===== config.mk =====
export PLATFORM = sky130hd
export DESIGN_NAME = round_ctrl
export DESIGN_NICKNAME = d
export VERILOG_FILES = /design/src/rtl/fight_pkg.sv /design/src/rtl/hit_gate.sv /design/src/rtl/round_ctrl.sv
export SDC_FILE = /design/constraint.sdc
export NUM_CORES = 1
export LEC_CHECK = 0
export BUFFER_PORTS_ARGS = -buffer_cell sky130_fd_sc_hd__buf_4
export CAP_MARGIN = 40
export CELL_PAD_IN_SITES_DETAIL_PLACEMENT = 1
export CELL_PAD_IN_SITES_GLOBAL_PLACEMENT = 2
export CORE_MARGIN = 2
export CORE_UTILIZATION = 34
export DETAILED_ROUTE_END_ITERATION = 10
export GPL_ROUTABILITY_DRIVEN = 1
export PLACE_DENSITY_LB_ADDON = 0.1
export SKIP_CTS_REPAIR_TIMING = 1
export SLEW_MARGIN = 0
export SYNTH_ARGS = -nofsm -noshare
export SYNTH_HDL_FRONTEND = slang
export SYNTH_SLANG_ARGS = --single-unit
export TNS_END_PERCENT = 50

===== constraint.sdc =====
create_clock -name frame_clk -period 2 [get_ports frame_clk]
set_clock_uncertainty 0.1 [all_clocks]
set_input_delay 0.2 -clock frame_clk [delete_from_list [all_inputs] [get_ports frame_clk]]
set_output_delay 0.2 -clock frame_clk [all_outputs]
set_load 0.05 [all_outputs]

===== src/rtl/fight_pkg.sv =====
// Shared encodings for the fighting-game match sequencer: mode enum, winner codes,
// the START key, and the counter widths used by the strike gates.
package fight_pkg;

    typedef enum logic [2:0] {
        MODE_IDLE  = 3'd0,
        MODE_INTRO = 3'd1,
        MODE_FIGHT = 3'd2,
        MODE_KO    = 3'd3,
        MODE_OVER  = 3'd4
    } mode_t;

    localparam logic [1:0] WINNER_NONE = 2'd0;
    localparam logic [1:0] WINNER_P1   = 2'd1;
    localparam logic [1:0] WINNER_P2   = 2'd2;
    localparam logic [1:0] WINNER_DRAW = 2'd3;

    localparam logic [7:0] KEY_START = 8'h15;

    localparam int HIT_CNT_W  = 5;
    localparam int COOLDOWN_W = 6;

    // Hit counters stick at all-ones rather than wrapping back to zero.
    function automatic logic [HIT_CNT_W-1:0] sat_inc(input logic [HIT_CNT_W-1:0] v);
        return (v == '1) ? v : v + HIT_CNT_W'(1);
    endfunction

endpackage


===== src/rtl/hit_gate.sv =====
// Strike gate for one defending player: invulnerability cooldown and the
// attacker's saturating per-round hit counter.
module hit_gate
    import fight_pkg::*;
#(
    parameter int HIT_COOLDOWN = 20
) (
    input  logic                 clk,
    input  logic                 rst_n,
    input  logic                 strike_i,
    input  logic                 enable_i,
    input  logic                 clear_i,
    output logic                 hit_o,
    output logic [HIT_CNT_W-1:0] count_o
);

    logic [COOLDOWN_W-1:0] cooldown_q, cooldown_d;
    logic [HIT_CNT_W-1:0]  count_q, count_d;
    logic                  hit_q, hit_d;

    // NOTE: every variable gets its hold value first so no path can infer a latch.
    always_comb begin
        cooldown_d = cooldown_q;
        count_d    = count_q;
        hit_d      = 1'b0;
        if (clear_i) begin
            cooldown_d = '0;
            count_d    = '0;
        end else if (enable_i) begin
            if (strike_i && (cooldown_q == '0)) begin
                hit_d      = 1'b1;
                cooldown_d = COOLDOWN_W'(HIT_COOLDOWN);
                count_d    = sat_inc(count_q);
            end else if (cooldown_q != '0) begin
                cooldown_d = cooldown_q - COOLDOWN_W'(1);
            end
        end
    end

    // NOTE: state registers use non-blocking assignments so all flops update together.
    always_ff @(posedge clk or negedge rst_n) begin
        if (!rst_n) begin
            cooldown_q <= '0;
            count_q    <= '0;
            hit_q      <= 1'b0;
        end else begin
            cooldown_q <= cooldown_d;
            count_q    <= count_d;
            hit_q      <= hit_d;
        end
    end

    assign hit_o   = hit_q;
    assign count_o = count_q;

endmodule


===== src/rtl/round_ctrl.sv =====
// Match sequencer: IDLE/INTRO/FIGHT/KO/MATCH_OVER FSM, round timer, win scoring,
// with one hit_gate per defending player arbitrating strikes into damage pulses.
module round_ctrl
    import fight_pkg::*;
#(
    parameter int ROUND_FRAMES  = 5400,
    parameter int INTRO_FRAMES  = 120,
    parameter int KO_FRAMES     = 180,
    parameter int HIT_COOLDOWN  = 20,
    parameter int ROUNDS_TO_WIN = 2
) (
    input  logic        frame_clk,
    input  logic        Reset_n,
    input  logic [7:0]  keycode,
    input  logic        p1_strike,
    input  logic        p2_strike,
    input  logic        p1_lose,
    input  logic        p2_lose,
    output logic        p1_hit,
    output logic        p2_hit,
    output logic        health_rst,
    output logic        fight_en,
    output logic [2:0]  game_mode,
    output logic [12:0] round_timer,
    output logic [1:0]  p1_wins,
    output logic [1:0]  p2_wins,
    output logic [1:0]  winner
);

    localparam int CNT_MAX = (INTRO_FRAMES > KO_FRAMES) ? INTRO_FRAMES : KO_FRAMES;
    localparam int CNT_W   = (CNT_MAX > 1) ? $clog2(CNT_MAX) : 1;
    localparam logic [CNT_W-1:0] INTRO_LAST = CNT_W'(INTRO_FRAMES - 1);
    localparam logic [CNT_W-1:0] KO_LAST    = CNT_W'(KO_FRAMES - 1);
    localparam logic [1:0]       WIN_TARGET = 2'(ROUNDS_TO_WIN);

    mode_t                state_q, state_d;
    logic [CNT_W-1:0]     frame_cnt_q, frame_cnt_d;
    logic [12:0]          timer_q, timer_d;
    logic [1:0]           p1_wins_q, p1_wins_d;
    logic [1:0]           p2_wins_q, p2_wins_d;
    logic [1:0]           winner_q, winner_d;
    logic                 health_rst_q, health_rst_d;
    logic                 fight_en_q;
    logic [7:0]           key_prev_q;

    logic                 start_edge;
    logic                 lose_end;
    logic                 time_end;
    logic [1:0]           round_winner;
    logic                 gate_en;
    logic                 gate_clear;
    logic [HIT_CNT_W-1:0] p1_landed;
    logic [HIT_CNT_W-1:0] p2_landed;

    // P2 defends against P1's strikes, so its gate counts the hits P1 lands.
    hit_gate #(.HIT_COOLDOWN(HIT_COOLDOWN)) u_gate_p2 (
        .clk      (frame_clk),
        .rst_n    (Reset_n),
        .strike_i (p1_strike),
        .enable_i (gate_en),
        .clear_i  (gate_clear),
        .hit_o    (p2_hit),
        .count_o  (p1_landed)
    );

    hit_gate #(.HIT_COOLDOWN(HIT_COOLDOWN)) u_gate_p1 (
        .clk      (frame_clk),
        .rst_n    (Reset_n),
        .strike_i (p2_strike),
        .enable_i (gate_en),
        .clear_i  (gate_clear),
        .hit_o    (p1_hit),
        .count_o  (p2_landed)
    );

    // A KO outranks the time-out; a time-out is decided on hits landed so far.
    always_comb begin
        start_edge = (keycode == KEY_START) && (key_prev_q != KEY_START);
        lose_end   = p1_lose || p2_lose;
        time_end   = (timer_q == 13'd1);
        if (lose_end) begin
            if (p1_lose && p2_lose) round_winner = WINNER_DRAW;
            else if (p1_lose)       round_winner = WINNER_P2;
            else                    round_winner = WINNER_P1;
        end else if (p1_landed > p2_landed) begin
            round_winner = WINNER_P1;
        end else if (p2_landed > p1_landed) begin
            round_winner = WINNER_P2;
        end else begin
            round_winner = WINNER_DRAW;
        end
    end

    always_comb begin
        state_d      = state_q;
        frame_cnt_d  = frame_cnt_q;
        timer_d      = timer_q;
        p1_wins_d    = p1_wins_q;
        p2_wins_d    = p2_wins_q;
        winner_d     = winner_q;
        health_rst_d = 1'b0;
        gate_en      = 1'b0;
        gate_clear   = 1'b0;

        unique case (state_q)
            MODE_IDLE, MODE_OVER: begin
                if (start_edge) begin
                    p1_wins_d    = '0;
                    p2_wins_d    = '0;
                    winner_d     = WINNER_NONE;
                    health_rst_d = 1'b1;
                    frame_cnt_d  = '0;
                    state_d      = MODE_INTRO;
                end
            end
            MODE_INTRO: begin
                if (frame_cnt_q == INTRO_LAST) begin
                    timer_d    = 13'(ROUND_FRAMES);
                    gate_clear = 1'b1;
                    state_d    = MODE_FIGHT;
                end else begin
                    frame_cnt_d = frame_cnt_q + CNT_W'(1);
                end
            end
            MODE_FIGHT: begin
                timer_d = timer_q - 13'd1;
                if (lose_end || time_end) begin
                    winner_d    = round_winner;
                    frame_cnt_d = '0;
                    state_d     = MODE_KO;
                    if (round_winner == WINNER_P1 && p1_wins_q != WIN_TARGET)
                        p1_wins_d = p1_wins_q + 2'd1;
                    if (round_winner == WINNER_P2 && p2_wins_q != WIN_TARGET)
                        p2_wins_d = p2_wins_q + 2'd1;
                end else begin
                    gate_en = 1'b1;
                end
            end
            MODE_KO: begin
                if (frame_cnt_q == KO_LAST) begin
                    if (p1_wins_q == WIN_TARGET || p2_wins_q == WIN_TARGET) begin
                        state_d = MODE_OVER;
                    end else begin
                        health_rst_d = 1'b1;
                        winner_d     = WINNER_NONE;
                        frame_cnt_d  = '0;
                        state_d      = MODE_INTRO;
                    end
                end else begin
                    frame_cnt_d = frame_cnt_q + CNT_W'(1);
                end
            end
            default: state_d = MODE_IDLE;
        endcase
    end

    always_ff @(posedge frame_clk or negedge Reset_n) begin
        if (!Reset_n) begin
            state_q      <= MODE_IDLE;
            frame_cnt_q  <= '0;
            timer_q      <= 13'(ROUND_FRAMES);
            p1_wins_q    <= '0;
            p2_wins_q    <= '0;
            winner_q     <= WINNER_NONE;
            health_rst_q <= 1'b0;
            fight_en_q   <= 1'b0;
            key_prev_q   <= '0;
        end else begin
            state_q      <= state_d;
            frame_cnt_q  <= frame_cnt_d;
            timer_q      <= timer_d;
            p1_wins_q    <= p1_wins_d;
            p2_wins_q    <= p2_wins_d;
            winner_q     <= winner_d;
            health_rst_q <= health_rst_d;
            fight_en_q   <= (state_d == MODE_FIGHT);
            key_prev_q   <= keycode;
        end
    end

    assign game_mode   = state_q;
    assign fight_en    = fight_en_q;
    assign health_rst  = health_rst_q;
    assign round_timer = timer_q;
    assign p1_wins     = p1_wins_q;
    assign p2_wins     = p2_wins_q;
    assign winner      = winner_q;

endmodule

==> reports/summary.md, run 1 <==
* 100% — share of synthesized registers carrying an async set or reset
* 0 — reported max-cap violation count
* 105 um — Die Width
* 16.9 um — detail-routed net length per standard cell
* 0 — Final Hold Vio Count
* 2220 ps — crit path DAT
* 3.68% — met3 Resource Use GR
* met2 — grt peak-use layer
* 11000 sq um — full die area
* 10300 um — detailed-route wire length
* 50.0% — layout-stage area growth over the synthesis result
* 43.2% — fraction of layout cells with a size suffix above 1
* 2.38 nW — static leakage power
* 28 — pin count of the biggest net entering global routing
* sky130_fd_sc_hd__dfrtp_1 — area leader, netlist
* yes — setup repair after global routing missed its margin
* flip-flop — Setup crit end kind
* 31.7% — global routing usage on met2
* 0 — number of warnings reported in the yosys synthesis log
* flip-flop — element type at the critical path start
* 0 — Post-synth EDFFs
* 4520 sq um — placed standard-cell area
* 64 — total clock sinks
* flip-flop to flip-flop — critical path class
* 64 — Yosys reg bits
* 350 ps — source-to-sink clock delay at the later pin of the worst-skew pair
* 40 — IO Pins
* 339 — cells after synthesis
* 0.785 — routability-driven placement congestion ratio
* 7380 um — Detailed Place HPWL
* 36 — row count
* 18.7% — global router's overall resource usage
* built — clock tree from TritonCTS
* 5190 sq um — Final Instance Area
* 3 — hold path cells
* 0 — Slew Viols, Final
* 607 — filler-free cell count of the finished design
* 101 — starting DRC count in detailed routing
* 9820 sq um — area inside the core boundary
* 0 — number of antenna violations at the first check in global routing
* 0 — number of antenna cells inserted
* 9 — number of buffers created by CTS
* 6 — Worst Reg2Reg Path Length in Cells
* 2090 ps — shortest period the worst path allows
* 3460 sq um — Syn Std Cell Area
* 3 — critical-path maximum fanout
* 35.2% — Initial Utilization
* 369 — number of nets in the synthesized netlist
* 3355 — vias in the first global route
* 479 MHz — Max Freq
* 46.5% — part of the Yosys area used for sequential elements
* finished with violations — status
* input pin to flip-flop — path type of the worst min-delay path
* 80 ps — clock-pin slew reported for the worst setup and hold paths after clock tree synthesis
* 104% — portion of the clock cycle consumed by the worst path in the final layout
* 573 — placed cells
* 0 — DRC viols
* sky130_fd_sc_hd__clkbuf_8 — Clk Tree Root Cell
* 39 — number of buffers added on ports
* 24.0% — GR Util met1
* 2 — maximum clock path buffer count
* 2130 ps — Worst EP required
* 42.7% — area share of the largest cell type after synthesis
* sky130_fd_sc_hd__dfrtp_1, sky130_fd_sc_hd__ha_1, sky130_fd_sc_hd__mux2i_1, sky130_fd_sc_hd__dfstp_2, sky130_fd_sc_hd__nor2_1 — main area contributors after synthesis
* 0 — total congestion overflow after global routing
* sky130_fd_sc_hd__dfrtp_1 — Primary FF master, synth
* 406 ps — slew at the pin closest to its max-slew limit
* 3 — H-Tree Depth
* 64 — Netlist cell types
* 0.000574 V — worst-case vdd ir drop
* 16500 um — global-route wire length before repair
* setup timing — failing checks
* -86.7 ps — Worst Setup Slack, final
* 105 um — Die Y
* 72.7% — max-slew headroom at the worst pin
* 110 ps — final worst hold slack
* 499 — total number of nets in the final design
* -475 ps — final-layout setup total negative slack
* 3094 — via count
* 0 — count of antenna-violating nets left after detailed routing
* 1010 nW/um^2 — Cell Pwr Density
* 5.24 mW — Total Power
* 4 — number of detailed-route iterations in the first pass
* 10.2 sq um — synthesized area per cell
* 10 — Final setup viols
* 5.10 — via-per-instance ratio
worst max-delay path: stages, from the launching register on:
cell                        delay [ps]
sky130_fd_sc_hd__dfrtp_1           370
sky130_fd_sc_hd__nor4b_4           140
sky130_fd_sc_hd__buf_4             140
sky130_fd_sc_hd__a2111oi_4         310
sky130_fd_sc_hd__o21bai_2          140
sky130_fd_sc_hd__a2111oi_4         430
sky130_fd_sc_hd__mux2_4            340
layout make-up:
cell class                      instances  area (sq um)
Sequential cell                        64          1620
Timing Repair Buffer                  128          1040
Multi-Input combinational cell        246          2050
Fill cell                            1127          4630
Clock buffer                           10           138
Inverter                               20          77.6
Clock inverter                          6          92.6
Tap cell                              133           166
cell families (layout without fill, tap and decap cells):
logic type | after synthesis | after routing | synth area share, %
AOI/OAI and AO/OA | 74 | 74 | 14.7
and+or+nand+nor | 134 | 134 | 23.0
adders and majority gates | 16 | 16 | 5.79
xor gates and xnor gates | 2 | 2 | 0.507
DFF | 64 | 64 | 46.5
muxes | 20 | 20 | 5.90
buffers and inverters | 29 | 164 | 3.62
synth_stat cells (all sizes together) (3+ instances only):
cell type and instances:
dfstp 5, a2111oi 3, a211oi 3, nor4 10
a21oi 10, o211ai 4, a32o 3, ha 16
o21ai 24, o21a 3, nand4 7, mux2i 17
a31o 3, nand2 28, or3 4, nor2b 4
a31oi 5, nor3 8, nand3 9, or2 3
mux2 3, clkbuf 6, dfrtp 59, nor2 31
nand2b 6, inv 20, buf 3, and3 6
placed cells by master (no fill, tap or decap), types with 4 or more instances in the layout:
cell type / n
sky130_fd_sc_hd__buf_4: 108
sky130_fd_sc_hd__dfrtp_1: 50
sky130_fd_sc_hd__nor2_1: 30
sky130_fd_sc_hd__nand2_1: 27
sky130_fd_sc_hd__inv_1: 18
sky130_fd_sc_hd__mux2i_1: 17
sky130_fd_sc_hd__ha_1: 11
sky130_fd_sc_hd__o21ai_1: 10
sky130_fd_sc_hd__clkbuf_8: 10
sky130_fd_sc_hd__nand3_1: 9
sky130_fd_sc_hd__o21ai_0: 9
sky130_fd_sc_hd__dfrtp_2: 9
sky130_fd_sc_hd__dlygate4sd3_1: 9
sky130_fd_sc_hd__buf_6: 9
sky130_fd_sc_hd__nor4_4: 8
sky130_fd_sc_hd__nand4_1: 7
sky130_fd_sc_hd__nor3_1: 7
sky130_fd_sc_hd__and3_1: 6
sky130_fd_sc_hd__nand2b_1: 6
sky130_fd_sc_hd__a21oi_1: 5
sky130_fd_sc_hd__a21oi_2: 5
sky130_fd_sc_hd__dfstp_2: 5
sky130_fd_sc_hd__o21ai_2: 4
sky130_fd_sc_hd__o211ai_1: 4
report_power, final:
| part | switching, mW | internal [mW] |
|---|---|---|
| registers | 0.214 | 1.53 |
| logic | 1.22 | 0.977 |
| clock network | 0.560 | 0.740 |
routing by layer:
layer	wire, um	up-vias
met5	0	-
met4	97	0
met3	236	9
met2	5170	27
met1	4770	1550
li1	-	1508
final timing paths:
| kind | from | endpoint | slack, ps |
|---|---|---|---|
| worst min-delay path | p1_strike | u_gate_p2.hit_o$_DFF_PN0_ | 110 |
| min in group asynchronous | Reset_n | u_gate_p2.cooldown_q[1]$_DFFE_PN0P_ | 220 |
| max in group asynchronous | Reset_n | u_gate_p1.hit_o$_DFF_PN0_ | 1020 |
| worst min register to register | p2_wins[0]$_DFFE_PN0P_ | p2_wins[0]$_DFFE_PN0P_ | 400 |
| worst max-delay path | key_prev_q[4]$_DFF_PN0_ | p1_wins[0]$_DFFE_PN0P_ | -90 |
| worst max register to register | key_prev_q[4]$_DFF_PN0_ | p1_wins[0]$_DFFE_PN0P_ | -90 |
state kept, by name (all words and copies together), names as in the netlist, 2 cells and up:
name	flops
p1_wins	2
u_gate_p2.count_o	5
u_gate_p1.cooldown_q	6
u_gate_p1.count_o	5
frame_cnt_q	8
round_timer	13
winner	2
key_prev_q	8
p2_wins	2
game_mode	3
u_gate_p2.cooldown_q	6
stage by stage:
| step | setup slack (ps) | util [%] |
|---|---|---|
| global route | -183 | 52.8 |
| finish | -86.7 | 52.8 |
| detailed placement | -269 | 46.0 |
| global placement | -222 | 46.0 |
| CTS | -154 | 48.4 |
| floorplan | -258 | - |
Power figures use the tool's default switching activity.
==> inputs of run 2 (changes only) <==
--- a/config.mk
+++ b/config.mk
@@ -11,9 +11,11 @@
 export CELL_PAD_IN_SITES_GLOBAL_PLACEMENT = 2
 export CORE_MARGIN = 2
 export CORE_UTILIZATION = 34
+export CTS_BUF_LIST = sky130_fd_sc_hd__clkbuf_8 sky130_fd_sc_hd__clkbuf_16
 export DETAILED_ROUTE_END_ITERATION = 10
 export GPL_ROUTABILITY_DRIVEN = 1
 export PLACE_DENSITY_LB_ADDON = 0.1
+export RECOVER_POWER = 25
 export SKIP_CTS_REPAIR_TIMING = 1
 export SLEW_MARGIN = 0
 export SYNTH_ARGS = -nofsm -noshare
==> run 2 against run 1 <==
The run still ends with setup timing left. Sequential power barely moved. Clock power barely moved. Sequential cell count did not move. Non-clock buffer count did not move. Critical path depth did not move. Final cell count unchanged. Sequential share of layout area barely moved. Power is essentially flat.
==> reports/summary.md, run 2 (synthesized netlist as in run 1, its figures left out) <==
* 0 — total congestion overflow after global routing, unchanged
* 0.785 — routability-driven placement congestion ratio, unchanged
* 350 ps — source-to-sink clock delay at the later pin of the worst-skew pair, about the same
* 101 — starting DRC count in detailed routing, unchanged
* sky130_fd_sc_hd__clkbuf_8 — Clk Tree Root Cell
* built — clock tree from TritonCTS
* nor4b_4 -> buf_4 -> a2111oi_4 -> o21bai_2 -> a2111oi_4 -> mux2_4 — crit-path cells
* 4 — number of detailed-route iterations in the first pass, unchanged
* 2050 sq um — footprint of the multi-input gates, unchanged
* 104% — portion of the clock cycle consumed by the worst path in the final layout, about the same
* 2220 ps — crit path DAT, about the same
* 10300 um — detailed-route wire length, about the same
* sky130_fd_sc_hd__buf_4, sky130_fd_sc_hd__dfrtp_1, sky130_fd_sc_hd__nor2_1, sky130_fd_sc_hd__nand2_1, sky130_fd_sc_hd__inv_1 — highest-count cells in the layout ignoring fill and taps
* 2 — maximum clock path buffer count, unchanged
* sky130_fd_sc_hd__buf_4 — leading cell type in the layout, fill and taps excluded
* 109 ps — final worst hold slack, -0.483 ps
* 9820 sq um — area inside the core boundary, unchanged
* 13 — max FFs per register, unchanged
* 430 ps — Max stage delay on crit path, about the same
* 48.0% — max-slew headroom at the worst pin, -25 points
* 0 — count of antenna-violating nets left after detailed routing, unchanged
* key_prev_q[4]$_DFF_PN0_ — CP startpoint
* 0.000574 V — worst-case vdd ir drop, about the same
* 3355 — vias in the first global route, unchanged
* sky130_fd_sc_hd__a2111oi_4 — master of the slowest instance on the critical path
* key_prev_q[4]$_DFF_PN0_ — launch instance of the worst register-to-register path
* setup timing — failing checks
* 1127 — filler cell count in the final layout, unchanged
* 10 — Final setup viols, unchanged
* flip-flop — Setup crit end kind
* 11000 sq um — full die area, unchanged
* 39 — number of buffers added on ports, unchanged
* 105 um — Die Y, unchanged
* 28 — pin count of the biggest net entering global routing, unchanged
* 9 — number of buffers created by CTS, unchanged
* 2090 ps — shortest period the worst path allows, -0.126 ps
* 16.9 um — detail-routed net length per standard cell, about the same
* 607 — filler-free cell count of the finished design, unchanged
* flip-flop to flip-flop — critical path class
* 3094 — via count, unchanged
* -86.6 ps — Worst Setup Slack, final, +0.126 ps
* flip-flop — element type at the critical path start
* 40 — IO Pins, unchanged
* 3 — H-Tree Depth, unchanged
* 2130 ps — Worst EP required, about the same
* 49.8% — layout-stage area growth over the synthesis result
* 499 — total number of nets in the final design, unchanged
* 0 — Final Hold Vio Count, unchanged
* 2.37 nW — static leakage power, -0.24%
* sky130_fd_sc_hd__a2111oi_4 — cell repeated most along the worst path
* 35.2% — Initial Utilization, unchanged
* 105 um — Die Width, unchanged
* 1620 sq um — register area, unchanged
* 780 ps — slew at the pin closest to its max-slew limit, +373 ps
* 7380 um — Detailed Place HPWL, unchanged
* yes — setup repair after global routing missed its margin
* 43.0% — fraction of layout cells with a size suffix above 1, -0.21 points
* finished with violations — status
* 36 — row count, unchanged
* 573 — placed cells, unchanged
* -473 ps — final-layout setup total negative slack, +1.41 ps
* 0 — DRC viols, unchanged
* 1010 nW/um^2 — Cell Pwr Density, about the same
* 479 MHz — Max Freq, about the same
* p1_strike — launch instance of the worst min-delay path
* 0 — Slew Viols, Final, unchanged
* 5.10 — via-per-instance ratio, unchanged
* 64 — total clock sinks, unchanged
* 0 — number of antenna violations at the first check in global routing, unchanged
* 0 — number of antenna cells inserted, unchanged
* 3 — critical-path maximum fanout, unchanged
* input pin to flip-flop — path type of the worst min-delay path
* 18.7% — global router's overall resource usage, unchanged
* 80 ps — clock-pin slew reported for the worst setup and hold paths after clock tree synthesis, about the same
* 16500 um — global-route wire length before repair, unchanged
* 0 — reported max-cap violation count, unchanged
run 2: cell count changes in the layout (fill, tap and decap cells not counted), sizes merged:
cell / delta
buf: -9
clkbuf: +9
run 2: stage by stage:
stage	util, %	area [sq um]	setup slack (ps)	power [mW]
after global placement	46.0	4520	-222	3.69
final	52.8	5180	-86.6	5.24
after floorplan	-	3570	-258	2.89
after global routing	52.8	5180	-183	5.55
after CTS	48.4	4750	-154	5.08
after detailed placement	46.0	4520	-269	3.75
run 2: final timing paths:
path | slack [ps] | end | depth (start not counted)
worst max-delay path | -90 | p1_wins[0]$_DFFE_PN0P_ | 6
worst min-delay path | 110 | u_gate_p2.hit_o$_DFF_PN0_ | 3
worst max register to register | -90 | p1_wins[0]$_DFFE_PN0P_ | 6
worst min register to register | 400 | p2_wins[0]$_DFFE_PN0P_ | 1
max in group asynchronous | 730 | u_gate_p1.hit_o$_DFF_PN0_ | 3
min in group asynchronous | 360 | u_gate_p2.cooldown_q[1]$_DFFE_PN0P_ | 2
run 2: metal layers:
metal  track usage, %  vias to the layer above  part of all wire (%)
met2             31.7                       27                    50
met4             5.71                        0                  0.94
li1                 -                     1508                     -
met1             24.0                     1550                    46
met5                0                        -                     0
met3             3.68                        9                   2.3
run 2: power by group:
group	switching [mW]	internal [mW]	total, mW	leakage (nW)
combinational	1.22	0.975	2.20	1.46
sequential	0.214	1.53	1.74	0.802
clock	0.560	0.740	1.30	0.109
total	2.00	3.24	5.24	2.37
run 2: critical path: cells and delay by family, from the launching register on:
kind,cells,cell delay (ps)
multiplexers,1,340
AO/OA/AOI/OAI,3,880
flip-flops,1,370
AND/OR/NAND/NOR,1,140
buffers and inverters,1,140
run 2: area by class of cell:
class                   count  share of cell area (%)
clock buffers              10                    2.66
clock inverters             6                    1.79
inverters                  20                    1.50
multi-input cells         246                    39.6
flip-flops and latches     64                    31.3
well taps                 133                    3.21
repair buffers            128                    20.0
==> inputs of run 3 (changes only) <==
--- a/config.mk
+++ b/config.mk
@@ -16,6 +16,7 @@
 export GPL_ROUTABILITY_DRIVEN = 1
 export PLACE_DENSITY_LB_ADDON = 0.1
 export RECOVER_POWER = 25
+export SETUP_SLACK_MARGIN = 0.4
 export SKIP_CTS_REPAIR_TIMING = 1
 export SLEW_MARGIN = 0
 export SYNTH_ARGS = -nofsm -noshare
==> run 3 against run 2 <==
The flow still finishes with violations (setup timing). Power shrank 4.3%. Wire length fell by 1.4%. Register-to-register slack worse by 40 ps. Clock-buffer cell count is 1 lower. Global-route usage fell by 0.14 points. Non-clock buffer count is 7 higher. Combinational power down 2%. Final cell count up 1.2%. Clock power down 13%. Critical endpoint is now u_gate_p1.cooldown_q[5]$_DFFE_PN0P_. Largest power group unchanged. Highest routed layer unchanged.
==> reports/summary.md, run 3 (synthesized netlist as in run 1, its figures left out) <==
* finished with violations — status
* setup timing — failing checks
* 5.08 — via-per-instance ratio, -0.34%
* 64 — total clock sinks, unchanged
* u_gate_p1.cooldown_q[5]$_DFFE_PN0P_ — end of the worst register-to-register path
* 42.9% — combinational share of power, +1.0 points
* 5.01 mW — Total Power, -4.3%
* 380 ps — Max stage delay on crit path, -50 ps
* 39 — number of buffers added on ports, unchanged
* 0 — Slew Viols, Final, unchanged
* 350 ps — source-to-sink clock delay at the later pin of the worst-skew pair, about the same
* 22.6% — clock network fraction of design power, -2.2 points
* 0 — DRC viols, unchanged
* 2130 ps — shortest period the worst path allows, +42.0 ps
* 34.5% — power share of the sequential group, +1.3 points
* yes — setup repair after global routing missed its margin
* -129 ps — Worst Setup Slack, final, -42.0 ps
* 80 ps — clock-pin slew reported for the worst setup and hold paths after clock tree synthesis, about the same
* 0 — reported max-cap violation count, unchanged
* 16.5 um — detail-routed net length per standard cell, -2.5%
* 50.8% — layout-stage area growth over the synthesis result
* 470 MHz — Max Freq, -2.0%
* 18.5% — global router's overall resource usage, -0.14 points
* 2250 ps — crit path DAT, +30 ps
* 961 nW/um^2 — Cell Pwr Density, -4.9%
* 105 um — Die Y, unchanged
* 39.0% — share of total power consumed by net switching, +0.84 points
* 0 — Final Hold Vio Count, unchanged
* sky130_fd_sc_hd__clkbuf_8 — Clk Tree Root Cell
* 2050 sq um — footprint of the multi-input gates, unchanged
* 0 — count of antenna-violating nets left after detailed routing, unchanged
* 38.0% — max-slew headroom at the worst pin, -10 points
* input pin to flip-flop — path type of the worst min-delay path
* 32 — pin count of the biggest net entering global routing, +14%
* 1.95 mW — switching component of the power, -2.2%
* 1620 sq um — register area, +0.16%
* 8 — Worst Reg2Reg Path Length in Cells, +2
* 105 um — Die Width, unchanged
* 106% — portion of the clock cycle consumed by the worst path in the final layout, +2.1 points
* ha_2 -> nand3b_1 -> nor4_4 -> o211ai_1 -> buf_4 -> inv_4 -> o21ai_2 -> a32o_1 — crit-path cells
* 0 — number of antenna violations at the first check in global routing, unchanged
* 13 — Final setup viols, +3
* flip-flop to flip-flop — critical path class
* 1122 — filler cell count in the final layout, -0.44%
* 3.06 mW — Cell Int Power, -5.6%
* flip-flop — element type at the critical path start
* p1_strike — launch instance of the worst min-delay path
* 6 — critical-path maximum fanout, +3
* 13 — max FFs per register, unchanged
* sky130_fd_sc_hd__buf_4, sky130_fd_sc_hd__dfrtp_1, sky130_fd_sc_hd__nor2_1, sky130_fd_sc_hd__nand2_1, sky130_fd_sc_hd__inv_1 — highest-count cells in the layout ignoring fill and taps
* 35.2% — Initial Utilization, unchanged
* built — clock tree from TritonCTS
* 0.816 — routability-driven placement congestion ratio, +4.0%
* 16300 um — global-route wire length before repair, -1.0%
* 44.7% — fraction of layout cells with a size suffix above 1, +1.7 points
* 4580 sq um — placed standard-cell area, +1.3%
* 40 — IO Pins, unchanged
* -130 ps — setup slack of the most critical reg-to-reg path, -40 ps
* 53.1% — post-layout util, +0.34 points
* 7200 um — Detailed Place HPWL, -2.5%
* 9 — number of buffers created by CTS, unchanged
* 9820 sq um — area inside the core boundary, unchanged
* 3119 — via count, +0.81%
* 4 — number of detailed-route iterations in the first pass, unchanged
* 10100 um — detailed-route wire length, -1.4%
* sky130_fd_sc_hd__buf_4 — leading cell type in the layout, fill and taps excluded
* 0.000591 V — worst-case vdd ir drop, +3.1%
* 98 — starting DRC count in detailed routing, -3.0%
* 506 — total number of nets in the final design, +1.4%
* 2 — maximum clock path buffer count, unchanged
* 11000 sq um — full die area, unchanged
* 5210 sq um — Final Instance Area, +0.65%
* 36 — row count, unchanged
* 3290 — vias in the first global route, -1.9%
* 2.40 nW — static leakage power, +1.3%
* 2130 ps — Worst EP required, about the same
* u_gate_p2.hit_o$_DFF_PN0_ — end point of the worst hold path
* 0 — number of antenna cells inserted, unchanged
* 3 — hold path cells, unchanged
* 3 — H-Tree Depth, unchanged
* -217 ps — worst setup slack after placement, +52.7 ps
* sky130_fd_sc_hd__dfrtp_1 — master of the slowest instance on the critical path
* 0 — total congestion overflow after global routing, unchanged
* flip-flop — Setup crit end kind
* 930 ps — slew at the pin closest to its max-slew limit, +150 ps
* frame_cnt_q[0]$_DFFE_PN0P_ — launch instance of the worst register-to-register path
* -828 ps — final-layout setup total negative slack, -355 ps
-- run 3: cell types whose count changed in the layout (fill, tap and decap cells not counted), moves of 2 or more --
| cell | before | now |
|---|---|---|
| sky130_fd_sc_hd__buf_4 | 99 | 106 |
| sky130_fd_sc_hd__o21ai_2 | 4 | 8 |
| sky130_fd_sc_hd__a21oi_2 | 5 | 2 |
| sky130_fd_sc_hd__o21ai_1 | 10 | 7 |
| sky130_fd_sc_hd__a21oi_1 | 5 | 7 |
| sky130_fd_sc_hd__a31oi_1 | 2 | 4 |
| sky130_fd_sc_hd__a31oi_4 | 2 | 0 |
| sky130_fd_sc_hd__clkinv_2 | 0 | 2 |
| sky130_fd_sc_hd__dfrtp_1 | 50 | 48 |
| sky130_fd_sc_hd__dfrtp_2 | 9 | 11 |
| sky130_fd_sc_hd__nand3_1 | 9 | 7 |
| sky130_fd_sc_hd__nor4_4 | 8 | 6 |
-- run 3: worst max-delay path by stage --
| stage | startpoint | end | slack (ps) | cells after the start |
|---|---|---|---|---|
| after global placement | keycode[1] | p1_wins[0]$_DFFE_PN0P_ | -190 | 6 |
| after global routing | frame_cnt_q[0]$_DFFE_PN0P_ | u_gate_p2.cooldown_q[4]$_DFFE_PN0P_ | -290 | 6 |
| after CTS | frame_cnt_q[0]$_DFFE_PN0P_ | u_gate_p1.cooldown_q[5]$_DFFE_PN0P_ | -170 | 8 |
| final | frame_cnt_q[0]$_DFFE_PN0P_ | u_gate_p1.cooldown_q[5]$_DFFE_PN0P_ | -130 | 8 |
| after floorplan | game_mode[0]$_DFF_PN0_ | u_gate_p1.cooldown_q[2]$_DFFE_PN0P_ | -260 | 6 |
| after detailed placement | keycode[1] | p1_wins[0]$_DFFE_PN0P_ | -220 | 6 |
-- run 3: cell type report --
type,count,share of cell area [%]
multi-input cells,246,39.3
flip-flops and latches,64,31.1
repair buffers,135,21.1
well taps,133,3.19
clock buffers,9,2.38
inverters,20,1.49
clock inverters,7,1.39
-- run 3: routing by layer --
layer  vias up  track usage (%)  wire length, um
met5         -                0                0
met4         0             6.95              129
met3         9             2.68              160
met2        30             29.9             4940
met1      1549             25.2             4910
li1       1531                -                -
-- run 3: worst max-delay path: cells and delay by family (launching register included) --
family	cells	cell delay, ps
AOI/OAI and AO/OA	3	540
and+or+nand+nor	2	500
DFF	1	380
buffers and inverters	2	300
adders and majority gates	1	210
-- run 3: power by group through the flow --
stage | combinational [mW] | sequential, mW | clock, mW
after floorplan | 0.752 | 2.15 | 0
after global placement | 1.97 | 1.73 | 0
after detailed placement | 2.00 | 1.75 | 0
after CTS | 2.01 | 1.72 | 1.17
after global routing | 2.36 | 1.76 | 1.21
final | 2.15 | 1.73 | 1.13
-- run 3: per-stage QoR --
step / instances / hold slack, ps
3_3_place_gp: 576 / 92.1
3_5_place_dp: 576 / 95.4
5_1_grt: 614 / 76.7
2_1_floorplan: 339 / -196
6_report: 614 / 64.5
4_1_cts: 592 / -284
